### config.mk
export PLATFORM = sky130hd
export DESIGN_NAME = mem_port_arbiter
export DESIGN_NICKNAME = d
export VERILOG_FILES = /design/src/rtl/mem_port_arbiter.sv
export SDC_FILE = /design/constraint.sdc
export NUM_CORES = 1
export LEC_CHECK = 0
export CAP_MARGIN = 20
export CELL_PAD_IN_SITES_DETAIL_PLACEMENT = 1
export CELL_PAD_IN_SITES_GLOBAL_PLACEMENT = 1
export CORE_MARGIN = 1
export CORE_UTILIZATION = 30
export CTS_CLUSTER_SIZE = 8
export DETAILED_ROUTE_END_ITERATION = 7
export PLACE_DENSITY = 0.91
export SYNTH_ARGS = -nofsm -noshare
export SYNTH_HDL_FRONTEND = slang
export SYNTH_SLANG_ARGS = --single-unit
### constraint.sdc
create_clock -name clk -period 2.2 [get_ports clk]
set_input_delay 0.22 -clock clk [delete_from_list [all_inputs] [get_ports clk]]
set_output_delay 0.22 -clock clk [all_outputs]
set_load 0.005 [all_outputs]
### src/rtl/mem_port_arbiter.sv
// Two-port (instruction fetch / data) arbiter onto one shared memory port.
// Data wins contention unless the fetch side has lost STARVE_LIMIT contested grants in a row.
module mem_port_arbiter #(
  parameter int N            = 32,
  parameter int STARVE_LIMIT = 4
) (
  input  logic         clk,
  input  logic         rst,
  input  logic         if_req,
  input  logic [N-1:0] if_addr,
  input  logic         d_req,
  input  logic         d_we,
  input  logic [N-1:0] d_addr,
  input  logic [N-1:0] d_wdata,
  input  logic         mem_ready,
  input  logic [N-1:0] mem_rdata,
  output logic         mem_req,
  output logic         mem_we,
  output logic         mem_sel,
  output logic [N-1:0] mem_addr,
  output logic [N-1:0] mem_wdata,
  output logic         if_done,
  output logic [N-1:0] if_rdata,
  output logic         d_done,
  output logic [N-1:0] d_rdata,
  output logic         if_stall
);
  localparam int SW = $clog2(STARVE_LIMIT + 1);
  localparam logic [SW-1:0] LIM = SW'(STARVE_LIMIT);

  typedef enum logic [1:0] {IDLE, SERVE_I, SERVE_D} state_t;

  state_t        state_q, state_d;
  logic [SW-1:0] starve_q, starve_d;
  logic          sel_q, sel_d;
  logic [N-1:0]  ia_q, ia_d;
  logic [N-1:0]  da_q, da_d;
  logic          dwe_q, dwe_d;
  logic [N-1:0]  dwd_q, dwd_d;
  logic          take_d;

  always_ff @(posedge clk) begin
    if (rst) begin
      state_q  <= IDLE;
      starve_q <= '0;
      sel_q    <= 1'b0;
      ia_q     <= '0;
      da_q     <= '0;
      dwe_q    <= 1'b0;
      dwd_q    <= '0;
    end else begin
      state_q  <= state_d;
      starve_q <= starve_d;
      sel_q    <= sel_d;
      ia_q     <= ia_d;
      da_q     <= da_d;
      dwe_q    <= dwe_d;
      dwd_q    <= dwd_d;
    end
  end

  // Data takes the port unless fetch is also waiting and has hit the starvation limit.
  assign take_d = d_req & (~if_req | (starve_q != LIM));

  always_comb begin
    state_d  = state_q;
    starve_d = starve_q;
    sel_d    = sel_q;
    ia_d     = ia_q;
    da_d     = da_q;
    dwe_d    = dwe_q;
    dwd_d    = dwd_q;
    case (state_q)
      IDLE: begin
        if (take_d) begin
          state_d = SERVE_D;
          sel_d   = 1'b1;
          da_d    = d_addr;
          dwe_d   = d_we;
          dwd_d   = d_wdata;
          if (if_req && starve_q != LIM) starve_d = starve_q + 1'b1;
        end else if (if_req) begin
          state_d  = SERVE_I;
          sel_d    = 1'b0;
          ia_d     = if_addr;
          starve_d = '0;
        end
      end
      SERVE_I, SERVE_D: if (mem_ready) state_d = IDLE;
      default: state_d = IDLE;
    endcase
  end

  always_comb begin
    mem_req   = (state_q != IDLE);
    mem_we    = (state_q == SERVE_D) & dwe_q;
    mem_sel   = sel_q;
    mem_addr  = sel_q ? da_q : ia_q;
    mem_wdata = dwd_q;
    if_done   = (state_q == SERVE_I) & mem_ready;
    d_done    = (state_q == SERVE_D) & mem_ready;
    if_rdata  = mem_rdata;
    d_rdata   = mem_rdata;
    if_stall  = if_req & ~if_done;
  end
endmodule

==> results_dict.tcl, run 1 <==
set metrics [dict create \
    cts_resized 0 \
    num_antenna_cells 0 \
    max_slew_margin_pct 72.4 \
    clockRootBuffer "clkbuf_16" \
    dp_cells 871 \
    yosysSeqAreaShare_pct 36.9 \
    grt_pass1_wl_um 22200 \
    post_drt_via_cell_ratio 4.44 \
    dieArea_mm2 0.0192 \
    holdBufCountCts 0 \
    fin_area_mm2 0.00729 \
    clk_path_buf_depth 2 \
    slowest_delay_ps 540 \
    status "complete, but fails checks" \
    cts.reportedPaths.clkPinSlew_ps 70 \
    synth_warnings 0 \
    drive_gt1_share_pct 9.12 \
    multiInputGateArea_mm2 0.00280 \
    violations "design-rule violations" \
    die-width_um 138 \
    finalSetupTns_ps 0 \
    skew_ps 8.08 \
    setup_viol 0 \
    grt_remaining_overflow 0 \
    worstSetupEndpointType "output pin" \
    final_core_util_pct 40.3 \
    cp_num_buf_inv 2 \
    dp_hpwl_um 9390 \
    dieHeight_um 138 \
    holdWs_ps 298 \
    layout.nets 792 \
    tightest_slew_ps 413 \
    synth_nets 704 \
    htreeDepth 3 \
    instances_no_fill 887 \
    synth_top_family_by_area "multiplexers" \
    syn2layout_area_growth_pct 30.6 \
    finalMaxSlewViolations 0 \
    synthAdderAreaFrac_pct 1.12 \
    first_iter_violations 133 \
    place_ws_ps 373 \
    cp_slowest_cell "clkdlybuf4s50_1" \
    crit_arrival_ps 1810 \
    regArea_mm2 0.00206 \
    hold_viol 0 \
    syn_area_mm2 0.00558 \
    p_per_area_mw_per_mm2 663 \
    synth_compound_area_share_pct 0.852 \
    initial_core_util_pct 30.9 \
    period_share_pct 92.5 \
    fillers 2008 \
    cellLeakagePower_nw 2.74 \
    synth_top_area_share_pct 36.9 \
    port_buffers 171 \
    maxCapViolCount 0 \
    cpLargestDelayFamily "buffers and inverters" \
    synth-simple-area-share_pct 23.5 \
    row_count 49 \
    ant_nets 0 \
    min_path_type "in2reg" \
    grt_max_degree 103 \
    synth_edf_count 0 \
    ios 268 \
    rsz0062_at_grt "false" \
    grt_pass1_vias 4328 \
    dpl_cell_area_mm2 0.00699 \
    clock_latency_ps 350 \
    max_freq_mhz 492 \
    synth_most_common_cell "nand2b_1" \
    cts_tree "yes" \
    crit_path_start_kind "flip-flop" \
    crit_type "reg2out" \
    setup_ws_ps 166 \
    core-area_mm2 0.0181 \
    synth_cell_types 28 \
    syn_inst 565 \
    drt_first_pass_iters 7 \
    synth_area_leaders "dfxtp_1, nand2b_1, mux2i_1" \
    num_vias 3941 \
    path_cells "inv_1 -> ha_1 -> and2_1 -> nor2b_1 -> clkdlybuf4s50_1" \
    avgSynthCellArea_um2 9.88 \
    critPathRequiredTime_ps 1980 \
    ys_top_cells_by_count "nand2b_1, dfxtp_1, mux2i_1, buf_4, mux2_2" \
    synth_seq_cells 103 \
    ys.flop_type "dfxtp_1" \
    drt_wl_total_um 13600 \
    ir_worst_vdd_mv 0.490 \
    synth_xor_area_share_pct 0.314 \
    cts_buffers 9 \
    antenna_found_initial 1 \
    gp_congestion 0.686 \
    synth.mux.area_fraction_pct 24.0 \
    synth_top_area_cell "dfxtp_1" \
    period_needed_ps 2030 \
    post_cts_buffers 0 \
    numClockSinks 103 \
    crit_fanout 3 \
    track_usage_pct 14.5 \
    wl_per_cell_um 15.3 \
    fin_total_pwr_mw 4.83 \
    drc 30 \
    synthArstFlopShare_pct 0 \
]
[cells by family (layout without fill, tap and decap cells)]
| kind of cell | after synthesis | in the layout |
|---|---|---|
| simple gates | 211 | 211 |
| compound gates | 7 | 7 |
| xor+xnor | 2 | 2 |
| fa+ha+maj | 5 | 5 |
| buf+inv | 107 | 200 |
| mux | 130 | 130 |
| flops | 103 | 103 |
[per-layer routing]
layer	vias to the layer above	part of all wire [%]	GRT usage, %
met5	-	0.081	0
met4	2	1.0	3.49
met3	13	9.3	6.93
met2	134	48	24.6
met1	1857	42	16.4
li1	1935	-	-
[path summary, 6_finish.rpt]
check,start,to,slack [ps],cells past startpoint
max,state_q[1],if_stall,170,5
min,rst,mem_sel,300,2
max reg2reg,state_q[0],ia_q[29],440,6
min reg2reg,ia_q[15],ia_q[15],470,2
[report_power, final]
part	leakage (nW)	switching (mW)	internal, mW	total, mW
Combinational	1.75	0.401	0.650	1.05
Clock	0.147	0.757	0.928	1.69
Sequential	0.845	0.0817	2.02	2.10
Total	2.74	1.24	3.59	4.83
[cell usage in the layout (no fill, tap or decap), types with 2 or more instances in the layout]
master / n
nand2_1: 2
buf_12: 4
nor2_1: 2
mux2i_1: 98
ha_1: 5
inv_1: 5
nor3_1: 3
inv_6: 3
dfxtp_1: 102
nor2b_1: 2
buf_4: 5
clkdlybuf4s50_1: 170
and2_1: 3
mux2_2: 32
nand2b_1: 194
clkbuf_16: 9
o21ai_0: 2
[registers in the layout, indices dropped and copies added, names as in the netlist]
| signal | flops |
|---|---|
| mem_sel | 1 |
| da_q | 32 |
| ia_q | 32 |
| mem_wdata | 32 |
| starve_q | 3 |
| state_q | 2 |
| dwe_q | 1 |
[worst reg2reg max path: cells and delay by family, from the launching register on]
| family | cells | cell delay (ps) |
|---|---|---|
| flops | 1 | 320 |
| compound gates | 1 | 200 |
| simple gates | 1 | 200 |
| fa+ha+maj | 1 | 310 |
| mux | 1 | 240 |
| buf+inv | 2 | 410 |
[layout make-up]
type | instances | share of cell area, %
Multi-Input combinational cell | 355 | 38.4
Clock inverter | 5 | 0.875
Sequential cell | 103 | 28.3
Clock buffer | 11 | 3.33
Inverter | 5 | 0.257
Timing Repair Buffer | 179 | 24.9
Tap cell | 229 | 3.93
No activity file was read; power rests on OpenSTA's default activity.
==> run 2, diff against run 1 <==
--- a/config.mk
+++ b/config.mk
@@ -5,7 +5,6 @@
 export SDC_FILE = /design/constraint.sdc
 export NUM_CORES = 1
 export LEC_CHECK = 0
-export CAP_MARGIN = 20
 export CELL_PAD_IN_SITES_DETAIL_PLACEMENT = 1
 export CELL_PAD_IN_SITES_GLOBAL_PLACEMENT = 1
 export CORE_MARGIN = 1
@@ -16,3 +15,4 @@
 export SYNTH_ARGS = -nofsm -noshare
 export SYNTH_HDL_FRONTEND = slang
 export SYNTH_SLANG_ARGS = --single-unit
+export TNS_END_PERCENT = 50
==> results of run 2 <==
Final layout, timing and power as in run 1 (identical DEF).
==> run 3, diff against run 2 <==
==> constraint.sdc (replaced) <==
create_clock -name clk -period 2.2 [get_ports clk]
set_input_delay 0.22 -clock clk [delete_from_list [all_inputs] [get_ports clk]]
set_output_delay 0.22 -clock clk [all_outputs]
set_load 0.05 [all_outputs]
==> results_dict.tcl, run 3 (same netlist as run 1, synthesis figures left out) <==
set metrics [dict create \
    layout.nets 793 \
    rsz0062_at_grt "false" \
    antenna_found_initial 0 \
    clk_path_buf_depth 2 \
    finalMaxSlewViolations 0 \
    row_count 49 \
    grt_max_degree 101 \
    grt_pass1_wl_um 21200 \
    post_cts_buffers 0 \
    clock_latency_ps 350 \
    skew_ps 11.0 \
    critPathRequiredTime_ps 2480 \
    first_iter_violations 130 \
    drt_first_pass_iters 6 \
    regArea_mm2 0.00206 \
    final_cell_mix "nand2b_1, clkdlybuf4s50_1, dfxtp_1, mux2i_1, buf_4" \
    min_path_type "in2reg" \
    multiInputGateArea_mm2 0.00280 \
    htreeDepth 3 \
    worstSetupEndpointType "flip-flop" \
    track_usage_pct 13.9 \
    dp_hpwl_um 9280 \
    finalSetupTns_ps 0 \
    status "complete, but fails checks" \
    wl_per_cell_um 15.0 \
    gp_congestion 0.710 \
    drt_wl_total_um 13300 \
    max_freq_mhz 568 \
    grt_pass1_vias 4103 \
    cellLeakagePower_nw 2.85 \
    num_antenna_cells 0 \
    p_per_area_mw_per_mm2 720 \
    dieArea_mm2 0.0192 \
    dieHeight_um 138 \
    num_vias 3901 \
    period_needed_ps 1760 \
    die-width_um 138 \
    cts_tree "yes" \
    crit_fanout 35 \
    violations "design-rule violations" \
    fillers 2029 \
    crit_arrival_ps 2040 \
    drive_gt1_share_pct 15.0 \
    cts_buffers 9 \
    crit_path_start_kind "flip-flop" \
    clockRootBuffer "clkbuf_16" \
    port_buffers 171 \
    ios 268 \
    post_drt_via_cell_ratio 4.39 \
    max_slew_margin_pct 64.5 \
    drc 31 \
    hold_viol 0 \
    ir_worst_vdd_mv 0.518 \
    mostFrequentLayoutCell "nand2b_1" \
    holdBufCountCts 0 \
    period_share_pct 80.0 \
    syn2layout_area_growth_pct 29.7 \
    crit_type "reg2reg" \
    ant_nets 0 \
    core-area_mm2 0.0181 \
    grt_remaining_overflow 0 \
    cts.reportedPaths.clkPinSlew_ps 80 \
    maxCapViolCount 0 \
    holdWs_ps 252 \
    numClockSinks 103 \
    initial_core_util_pct 30.9 \
    tightest_slew_ps 531 \
    setup_viol 0 \
]
run 3: cell types whose count changed in the layout (fill, tap and decap cells not counted), sizes merged:
cell           change
clkinvlp           -1
buf               +38
clkdlybuf4s50     -38
inv                +1
clkinv             +2
clkbuf             -2
dlymetal6s2s       +1
run 3: where the power goes:
part           switching, mW  internal (mW)  leakage, nW
sequential            0.0798           2.02        0.845
clock                  0.786          0.912        0.154
combinational          0.779          0.641         1.85
total                   1.64           3.57         2.85
run 3: layer usage:
metal | GRT usage (%) | routed length [µm] | part of all wire [%]
met5 | 0 | 0 | 0
met4 | 5.14 | 225 | 1.7
met3 | 5.54 | 1160 | 8.7
met2 | 22.9 | 6270 | 47
met1 | 16.2 | 5670 | 43
run 3: critical path, cell delays in order, from the launching register on:
cell	delay, ps
dfxtp_1	330
inv_1	100
ha_1	310
nand2_1	220
a21oi_4	200
buf_12	280
mux2i_1	220
run 3: layout make-up:
| cell class | instances | area share [%] |
|---|---|---|
| tap | 229 | 3.96 |
| clock inverter | 7 | 1.21 |
| sequential | 103 | 28.5 |
| timing repair buffer | 180 | 24.3 |
| multi-input combinational | 355 | 38.6 |
| inverter | 5 | 0.259 |
| clock buffer | 9 | 3.11 |
run 3: stage by stage:
| stage | setup WS (ps) | cell area [µm²] | total power [mW] | std cells | utilization (%) |
|---|---|---|---|---|---|
| floorplan | 347 | 5580 | 3.38 | 565 | - |
| global placement | 425 | 6930 | 3.55 | 872 | 38.3 |
| detailed placement | 329 | 6930 | 3.57 | 872 | 38.3 |
| CTS | 39.5 | 7240 | 5.31 | 888 | 40.0 |
| global route | 252 | 7240 | 5.47 | 888 | 40.0 |
| finish | 439 | 7240 | 5.21 | 888 | 40.0 |
run 3: timing repair:
| action | in CTS | in global routing |
|---|---|---|
| gates resized for setup | 0 | 1 |
| endpoints found under the hold margin | 0 | 0 |
| endpoints found under the setup margin | 0 | 1 |
run 3: path summary, 6_finish.rpt:
kind / startpoint / end / slack (ps) / cells past startpoint
min: rst / mem_sel / 250 / 2
min reg2reg: da_q[17] / da_q[17] / 480 / 2
max reg2reg: state_q[0] / ia_q[11] / 440 / 6
max: state_q[0] / ia_q[11] / 440 / 6
